--- config.mk ---
export PLATFORM = sky130hd
export DESIGN_NAME = pcie_byte_framer
export DESIGN_NICKNAME = d
export VERILOG_FILES = /design/src/rtl/pcie_byte_framer.sv
export SDC_FILE = /design/constraint.sdc
export NUM_CORES = 1
export LEC_CHECK = 0
export ABC_AREA = 1
export CAP_MARGIN = 0
export CORE_ASPECT_RATIO = 1.75
export CORE_UTILIZATION = 47
export DETAILED_ROUTE_END_ITERATION = 16
export GPL_TIMING_DRIVEN = 0
export PLACE_DENSITY = 0.63
export SYNTH_ARGS = -nofsm -noshare
export SYNTH_HDL_FRONTEND = slang
export SYNTH_SLANG_ARGS = --single-unit
--- constraint.sdc ---
create_clock -name clk_250k -period 3.9 [get_ports clk_250k]
set_input_delay 0.78 -clock clk_250k [delete_from_list [all_inputs] [get_ports clk_250k]]
set_output_delay 0.78 -clock clk_250k [all_outputs]
set_load 0.02 [all_outputs]
--- src/rtl/pcie_byte_framer.sv ---
// rtl/pcie_byte_framer.sv - transmit byte framer: store-and-forward payload FIFO feeding a COM/SKP/STP/SDP/END/IDL symbol sequencer
module pcie_byte_framer #(
    parameter int COM_LEN      = 4,
    parameter int SKP_LEN      = 12,
    parameter int SKP_INTERVAL = 64,
    parameter int FIFO_DEPTH   = 32
) (
    input  logic       clk_250k,
    input  logic       reset_L,
    input  logic       in_valid,
    input  logic [7:0] in_data,
    input  logic       in_eop,
    input  logic       in_type,
    output logic       in_ready,
    output logic       valid,
    output logic [7:0] data,
    output logic       k_char,
    output logic       err
);
    localparam int AW     = $clog2(FIFO_DEPTH);
    localparam int MAXLEN = (COM_LEN > SKP_LEN) ? COM_LEN : SKP_LEN;
    localparam int CNT_W  = $clog2(MAXLEN + 1);
    localparam int TW     = $clog2(SKP_INTERVAL + 1);

    localparam logic [7:0] SYM_COM = 8'hBC;
    localparam logic [7:0] SYM_SKP = 8'h1C;
    localparam logic [7:0] SYM_STP = 8'hFB;
    localparam logic [7:0] SYM_SDP = 8'h5C;
    localparam logic [7:0] SYM_END = 8'hFD;
    localparam logic [7:0] SYM_IDL = 8'h7C;

    typedef enum logic [2:0] {
        S_INIT,
        S_IDLE,
        S_SKP_COM,
        S_SKP,
        S_START,
        S_PAYLOAD,
        S_END
    } state_t;

    logic [9:0]       r_mem [FIFO_DEPTH];
    logic [AW:0]      r_wr_ptr;
    logic [AW:0]      r_rd_ptr;
    logic [AW:0]      r_pkt_cnt;
    logic             r_in_pkt;
    logic             r_type;
    logic             r_run;
    logic             r_err;

    state_t           r_state;
    logic [CNT_W-1:0] r_cnt;
    logic [TW-1:0]    r_skp_tmr;
    logic             r_valid;
    logic [7:0]       r_data;
    logic             r_k;

    logic [AW:0]      w_count;
    logic             w_full;
    logic             w_flush;
    logic             w_wr;
    logic             w_rd;
    logic [9:0]       w_head;
    logic             w_wr_type;
    logic             w_wr_eop;
    logic             w_rd_eop;
    logic             w_skp_due;
    logic             w_at_decide;
    state_t           w_decide;

    assign w_count   = r_wr_ptr - r_rd_ptr;
    assign w_full    = (w_count == (AW+1)'(FIFO_DEPTH));
    // A full buffer with no complete packet can never drain: oversize packet.
    assign w_flush   = w_full && (r_pkt_cnt == '0);
    assign in_ready  = r_run && !w_full && !w_flush;
    assign w_wr      = in_valid && in_ready;
    assign w_rd      = (r_state == S_PAYLOAD);
    assign w_head    = r_mem[r_rd_ptr[AW-1:0]];
    assign w_wr_type = r_in_pkt ? r_type : in_type;
    assign w_wr_eop  = w_wr && in_eop;
    assign w_rd_eop  = w_rd && w_head[9];
    assign w_skp_due = (r_skp_tmr == TW'(SKP_INTERVAL));

    assign w_at_decide = (r_state == S_IDLE) || (r_state == S_END) ||
                         ((r_state == S_INIT) && (r_cnt == CNT_W'(COM_LEN - 1))) ||
                         ((r_state == S_SKP)  && (r_cnt == CNT_W'(SKP_LEN - 1)));

    always_comb begin
        w_decide = S_IDLE;
        if (w_skp_due)
            w_decide = S_SKP_COM;
        else if (r_pkt_cnt != '0)
            w_decide = S_START;
    end

    always_ff @(posedge clk_250k) begin
        if (w_wr)
            r_mem[r_wr_ptr[AW-1:0]] <= {in_eop, w_wr_type, in_data};
    end

    always_ff @(posedge clk_250k) begin
        if (!reset_L) begin
            r_wr_ptr  <= '0;
            r_rd_ptr  <= '0;
            r_pkt_cnt <= '0;
            r_in_pkt  <= 1'b0;
            r_type    <= 1'b0;
            r_run     <= 1'b0;
            r_err     <= 1'b0;
        end else begin
            r_run <= 1'b1;
            if (w_flush) begin
                r_wr_ptr <= '0;
                r_rd_ptr <= '0;
                r_in_pkt <= 1'b0;
                r_type   <= 1'b0;
                r_err    <= 1'b1;
            end else begin
                if (w_wr) begin
                    r_wr_ptr <= r_wr_ptr + (AW+1)'(1);
                    r_in_pkt <= !in_eop;
                    r_type   <= w_wr_type;
                end
                if (w_rd)
                    r_rd_ptr <= r_rd_ptr + (AW+1)'(1);
                case ({w_wr_eop, w_rd_eop})
                    2'b10:   r_pkt_cnt <= r_pkt_cnt + (AW+1)'(1);
                    2'b01:   r_pkt_cnt <= r_pkt_cnt - (AW+1)'(1);
                    default: r_pkt_cnt <= r_pkt_cnt;
                endcase
            end
        end
    end

    // Output registers follow the state one edge later; decisions use pre-edge counters.
    always_ff @(posedge clk_250k) begin
        if (!reset_L) begin
            r_state   <= S_INIT;
            r_cnt     <= '0;
            r_skp_tmr <= '0;
            r_valid   <= 1'b0;
            r_data    <= 8'h00;
            r_k       <= 1'b0;
        end else begin
            r_valid <= 1'b1;
            if (w_at_decide && w_skp_due)
                r_skp_tmr <= '0;
            else if (!w_skp_due)
                r_skp_tmr <= r_skp_tmr + TW'(1);

            case (r_state)
                S_INIT: begin
                    r_data <= SYM_COM;
                    r_k    <= 1'b1;
                    if (r_cnt == CNT_W'(COM_LEN - 1)) begin
                        r_cnt   <= '0;
                        r_state <= w_decide;
                    end else begin
                        r_cnt <= r_cnt + CNT_W'(1);
                    end
                end
                S_IDLE: begin
                    r_data  <= SYM_IDL;
                    r_k     <= 1'b1;
                    r_state <= w_decide;
                end
                S_SKP_COM: begin
                    r_data <= SYM_COM;
                    r_k    <= 1'b1;
                    if (r_cnt == CNT_W'(COM_LEN - 1)) begin
                        r_cnt   <= '0;
                        r_state <= S_SKP;
                    end else begin
                        r_cnt <= r_cnt + CNT_W'(1);
                    end
                end
                S_SKP: begin
                    r_data <= SYM_SKP;
                    r_k    <= 1'b1;
                    if (r_cnt == CNT_W'(SKP_LEN - 1)) begin
                        r_cnt   <= '0;
                        r_state <= w_decide;
                    end else begin
                        r_cnt <= r_cnt + CNT_W'(1);
                    end
                end
                S_START: begin
                    r_data  <= w_head[8] ? SYM_SDP : SYM_STP;
                    r_k     <= 1'b1;
                    r_state <= S_PAYLOAD;
                end
                S_PAYLOAD: begin
                    r_data <= w_head[7:0];
                    r_k    <= 1'b0;
                    if (w_head[9])
                        r_state <= S_END;
                end
                S_END: begin
                    r_data  <= SYM_END;
                    r_k     <= 1'b1;
                    r_state <= w_decide;
                end
                default: begin
                    r_cnt   <= '0;
                    r_state <= S_INIT;
                end
            endcase
        end
    end

    assign valid  = r_valid;
    assign data   = r_data;
    assign k_char = r_k;
    assign err    = r_err;

endmodule

Yosys cells after proc, flatten, opt, wreduce, memory -nomap -nowiden
Memory sizes are Yosys's and may differ from the RTL's. A register that Yosys moved wholly into a read port is not among the register bits.
Index checks and enable logic that the tools add are counted.
{ "word_totals": {"reg_bits": 45, "mem_bits_rw": 320, "memories": 1} }
{ "memory_table": {"columns": ["name", "words", "word_bits", "read_ports", "rd_clocked_by_memory_dff", "write_ports", "line", "text"], "rows": [
  ["r_mem", 32, 10, 1, 1, 1, "42", "logic [9:0] r_mem [FIFO_DEPTH];"]
]} }
{ "op_classes": {"n_addsub": 7, "eq_ne": 16, "muxes": 20, "bitwise_logic": 2, "n_reduce_logical": 29} }
{ "ops": {"columns": ["op", "count"], "rows": [
  ["$pmux 8 s6", 1],
  ["$add 6x1->6 const B", 3],
  ["$mux 3", 6],
  ["$pmux 3 s6", 1],
  ["$pmux 4 s3", 1],
  ["$pmux 6 s2", 1],
  ["$reduce_bool 6->1", 2],
  ["$mux 5", 2],
  ["$eq 3x3->1 const B", 3],
  ["$logic_and 1x1->1", 9],
  ["$mux 4", 2],
  ["$mux 8", 1],
  ["$reduce_or 2->1", 4],
  ["$add 7x1->7 const B", 1],
  ["$eq 7x7->1 const B", 1],
  ["$eq 3x2->1 const B", 2],
  ["$eq 6x6->1 const B", 1],
  ["$logic_not 6->1", 1],
  ["$ne 2x1->1 const B", 3],
  ["$reduce_or 6->1", 1],
  ["$sub 6x1->6 const B", 1],
  ["$sub 6x6->6", 1],
  ["$add 4x1->4 const B", 1],
  ["$eq 4x2->1 const B", 1],
  ["15 further kinds", 24]
]} }

Logic depth before layout (Yosys ltp)
{ "depth": {"ltp_word": 10, "ltp_mapped": 24} }

Worst setup path before layout
OpenSTA, ideal clock, no wires.
{ "synth_timing": {"kind": "reg2reg", "from": "register r_wr_ptr[0]", "to": "register r_pkt_cnt[4]", "setup_time_ps": 64, "arrival_ps": 2769, "t_required_ps": 3836, "slack_ps": 1067, "stages_incl_launch_ff": 24, "path_cell_list": "dfxtp_1 -> inv_1 -> ha_1 -> inv_1 -> nand3_1 -> nand2_1 -> nand3_1 -> nand3_1 -> nand2_2 -> nand3_4 -> nand4_1 -> ha_1 -> clkbuf_2 -> xnor2_1 -> inv_1 -> ha_1 -> inv_1 -> nand2_1 -> nand2_1 -> nand3_1 -> xor2_1 -> nand3_1 -> nand2_1 -> nor2_1"} }
{ "synth_via": {"elab_chain_len": 10, "elab_cells_between_ends": 15} }
{ "synth_lines": {"columns": ["element", "line", "text"], "rows": [
  ["from (decl)", "43", "logic [AW:0] r_wr_ptr;"],
  ["from (signal assigned)", "120", "r_wr_ptr <= r_wr_ptr + (AW+1)'(1);"],
  ["$sub 6x6->6 *", "71", "assign w_count = r_wr_ptr - r_rd_ptr;"],
  ["$eq 6x6->1 *", "72", "assign w_full = (w_count == (AW+1)'(FIFO_DEPTH));"],
  ["$logic_not 1->1 / $logic_and 1x1->1 (equally long branches)", "75, 74", null],
  ["$logic_and 1x1->1 / $logic_not 1->1 (equally long branches)", "75", "assign in_ready = r_run && !w_full && !w_flush;"],
  ["$logic_and 1x1->1", "75", null],
  ["$logic_and 1x1->1", "76", "assign w_wr = in_valid && in_ready;"],
  ["$logic_and 1x1->1", "80", "assign w_wr_eop = w_wr && in_eop;"],
  ["$eq 2x1->1 / $eq 2x2->1 (equally long branches)", "126", "case ({w_wr_eop, w_rd_eop})"],
  ["$reduce_bool 2->1 (no line)", null, null],
  ["$reduce_and 2->1 (no line)", null, null],
  ["to (signal assigned)", "127", "2'b10: r_pkt_cnt <= r_pkt_cnt + (AW+1)'(1);"],
  ["to (signal assigned)", "128", "2'b01: r_pkt_cnt <= r_pkt_cnt - (AW+1)'(1);"],
  ["to (signal assigned)", "129", "default: r_pkt_cnt <= r_pkt_cnt;"],
  ["to (decl)", "45", "logic [AW:0] r_pkt_cnt;"]
]} }
Mark *: on every way between the ends. The rest lies on a longest branch, timed or not.
A chain may end at the register's enable or synchronous reset.

Worst setup path in the final report
{ "layout_timing": {"from": "register r_wr_ptr[0]", "to": "output port in_ready"} }
{ "layout_via": {"elab_chain_len": 5, "elab_cells_between_ends": 7} }
{ "layout_lines": {"columns": ["element", "line", "text"], "rows": [
  ["$sub 6x6->6 *", "71", null],
  ["$eq 6x6->1 *", "72", null],
  ["$logic_not 1->1 / $logic_and 1x1->1 (equally long branches)", "75, 74", null],
  ["$logic_and 1x1->1 / $logic_not 1->1 (equally long branches)", "75", null],
  ["$logic_and 1x1->1 *", "75", null],
  ["to (decl)", "14", "output logic in_ready,"]
]} }
Marked as above.

==> impl_results.md <==
* IO buf count at 23
* Antenna Cells at 0
* Global-route wire length before repair at 66,700 um
* Outcome: finished, final reports clean
* Worst reg2reg startpoint: r_wr_ptr[0]
* Die area at 34,600 um^2
* First DRT Iteration DRCs at 1,244
* Post-synth top area share at 60.5%
* Post-CTS Setup Inserts at 0
* CTS tree: yes
* Hold Startpoint: err
* GRT Total Usage at 26.7%
* RSZ-0062 raised after global routing: false
* Layout cell share with drive strength beyond 1 at between 10% and 20%
* Initial antenna violation count at 0
* CTS Sinks at 370
* Register bit total from synthesis at 370
* DRC violations left at 0
* Final setup vio count at 0
* GR Overflow Total at 0
* Largest net degree at the start of global routing at 34
* Final Max Tran Viols at 0
* Clock skew at 0.0295 ns
* Hold-critical path depth at 2
* HP Class: flip-flop to flip-flop
* Syn. warnings at 0
* Critical Path AT at 2.92 ns
* Peak supply drop at 0.375 mV
* Reg-to-reg slack, setup at between 0.3 and 0.4 ns
* Pwr/cell area at ~450 nW/um^2
* Synthesized area at 15,900 um^2
* Routed length per instance at 22.4 um
* Worst-Margin Slew at between 1 and 1.5 ns
* Crit path capture type: output pin
* Drt pass-1 iters at 6
* Normalized max-slew margin at 3.13%
* Setup_tns at 0 ns
* Filler instances at 2,880
* RR Endpoint: r_pkt_cnt[4]
* Placeable Area at around 33,000 um^2
* Clk pin slew, worst setup/hold paths at 0.07 ns
* Hold_buf cts at 0
* Lkg Pwr at 6.50 nW
* ANT nets after route at 0
* Final min period at 3.70 ns
* H-tree depth reported by CTS at 1
* Fin. Hold Viols at 0
* Layout area overhead at 12.3%
* Dpl ws at -0.219 ns
* Vias at roughly 11k
* Fin Hold WS at 0.470 ns
* Row count at 88
* Post-route worst setup slack at between 0.2 and 0.25 ns
* Top-Level Pins at 25
* Reg2reg path depth at 23
* Sequential area share after synthesis at 66.8%
* Max Cap Viol at 0
* Post-layout nets at 1,565
* Routed WL at 45,000 um
* Initial Utilization at 47.9%
* Critical-path maximum fanout at 9
* Largest cells by area after synthesis: edfxtp_1 (61%), nand2_1 (9.3%), nand3_1 (7.1%)
* Area leader, netlist: edfxtp_1
* CP Launch Type: flip-flop
* Hold EP: err
* Fin util at 53.8%
* Syn avg cell area at 10.8 um^2
* Clock Path Buffers at 3
* CTS resizes at 0
* CTS Root Cell: clkbuf_16
* Placer Congestion at 0.897
* Die W at between 100 and 150 um
* Worst endpoint required time at about 3.1 ns
* Final period util at a little over nine tenths
* WS Path Type: flip-flop to output pin
* Post-DP HPWL at 30,600 um
* Max Clock Freq at about 270 MHz
* Total CTS buffers at 31
* Mean number of vias per cell at 5.52
* Cell count after synthesis at 1,473
* Netlist cell types at 44
* Post-synth net total at ~1.5k
* Vias in the first global route at 11.0k
* Die height at approximately 250 um
* Worst-skew pair later-pin latency at 0.59 ns
-- worst max-delay path, cell delays in order, from the launching register on --
cell,delay (ns)
dfxtp_1,0.44
inv_1,0.15
ha_1,0.23
inv_1,0.07
nand3_1,0.09
nand2_1,0.13
nand3_1,0.10
nand2_1,0.08
nand2_1,0.06
nand2_2,0.11
nand3_4,0.16
and2_2,0.21
clkdlybuf4s50_1,0.53
-- layer usage --
layer,part of all wire (%),vias to the layer above,global-route usage (%),wire [um]
li1,-,5215,-,-
met1,35,5319,29.6,15900
met2,53,432,49.5,23700
met3,5.7,129,2.73,2560
met4,6.1,0,15.3,2750
met5,0,-,0,0
-- cells by family after synthesis --
group	after synthesis	synth area share (%)
buf+inv	144	4.51
xor+xnor	19	1.05
simple gates	800	21.8
fa+ha+maj	16	1.26
flops	370	66.8
compound gates	124	4.56
-- final cells by class --
cell class	instances	area, um^2	area share [%]
plain buffers	76	459	2.58
clock inverters	23	200	1.12
clock buffers	34	787	4.41
inverters	68	258	1.45
multi-input cells	959	4620	25.9
flip-flops and latches	370	10600	59.5
repair buffers	30	328	1.84
well taps	450	563	3.16
-- cell usage in the layout, fill, tap and decap left out, drive strengths merged, types with 10 or more instances in the layout --
master / instances
inv: 69
clkinv: 16
nand3: 228
a21oi: 31
xor2: 10
buf: 68
clkbuf: 49
edfxtp: 320
nand2: 399
clkdlybuf4s50: 23
o21ai: 60
nand4: 12
o211ai: 24
ha: 16
dfxtp: 50
nor2: 145
-- per-stage QoR --
step,cells,power [mW],instance area (um^2)
3_5_place_dp,1953,5.00,16800
2_1_floorplan,1473,4.80,15900
6_report,2010,8.02,17800
5_1_grt,2010,8.22,17800
4_1_cts,2010,8.03,17800
3_3_place_gp,1946,4.99,16700
-- worst max-delay path by stage --
stage / from / end / slack (ns) / depth (start not counted)
floorplan: r_wr_ptr[0] / r_pkt_cnt[4] / 1.07 / 23
global placement: r_wr_ptr[0] / r_mem[31][1] / -0.34 / 12
detailed placement: in_eop / r_pkt_cnt[4] / -0.22 / 15
CTS: r_wr_ptr[0] / in_ready / 0.17 / 12
global route: r_wr_ptr[0] / in_ready / 0.0007 / 12
finish: r_wr_ptr[0] / in_ready / 0.20 / 12
-- cells in the mapped netlist, drive strengths merged --
master,number
a21oi,31
o211ai,24
o21a,1
nor3,4
xor2,10
o31ai,1
nand2,399
a31oi,1
ha,16
dfxtp,50
o221ai,2
clkinv,1
o22ai,1
clkbuf,15
edfxtp,320
o21ai,60
a22o,1
nand4,12
and2,1
nand3,228
nor2,145
xnor2,9
or2,5
nand3b,3
o311ai,1
o21bai,1
buf,61
nor4,1
inv,67
nor3b,2
-- power breakdown --
part / leakage (nW) / switching (mW) / total (mW) / internal (mW)
Clock: 0.481 / 1.44 / 3.10 / 1.66
Combinational: 2.73 / 0.352 / 0.520 / 0.168
Sequential: 3.29 / 0.0430 / 4.40 / 4.36
-- sequential cells by signal, summed over array words and instances (netlist names), named ones only --
register,flops
r_mem,320
data,8
r_skp_tmr,7
r_pkt_cnt,6
r_rd_ptr,6
r_wr_ptr,6
r_cnt,4
r_state,3
err,1
k_char,1
r_in_pkt,1
r_type,1
valid,1
Power figures use the tool's default switching activity.
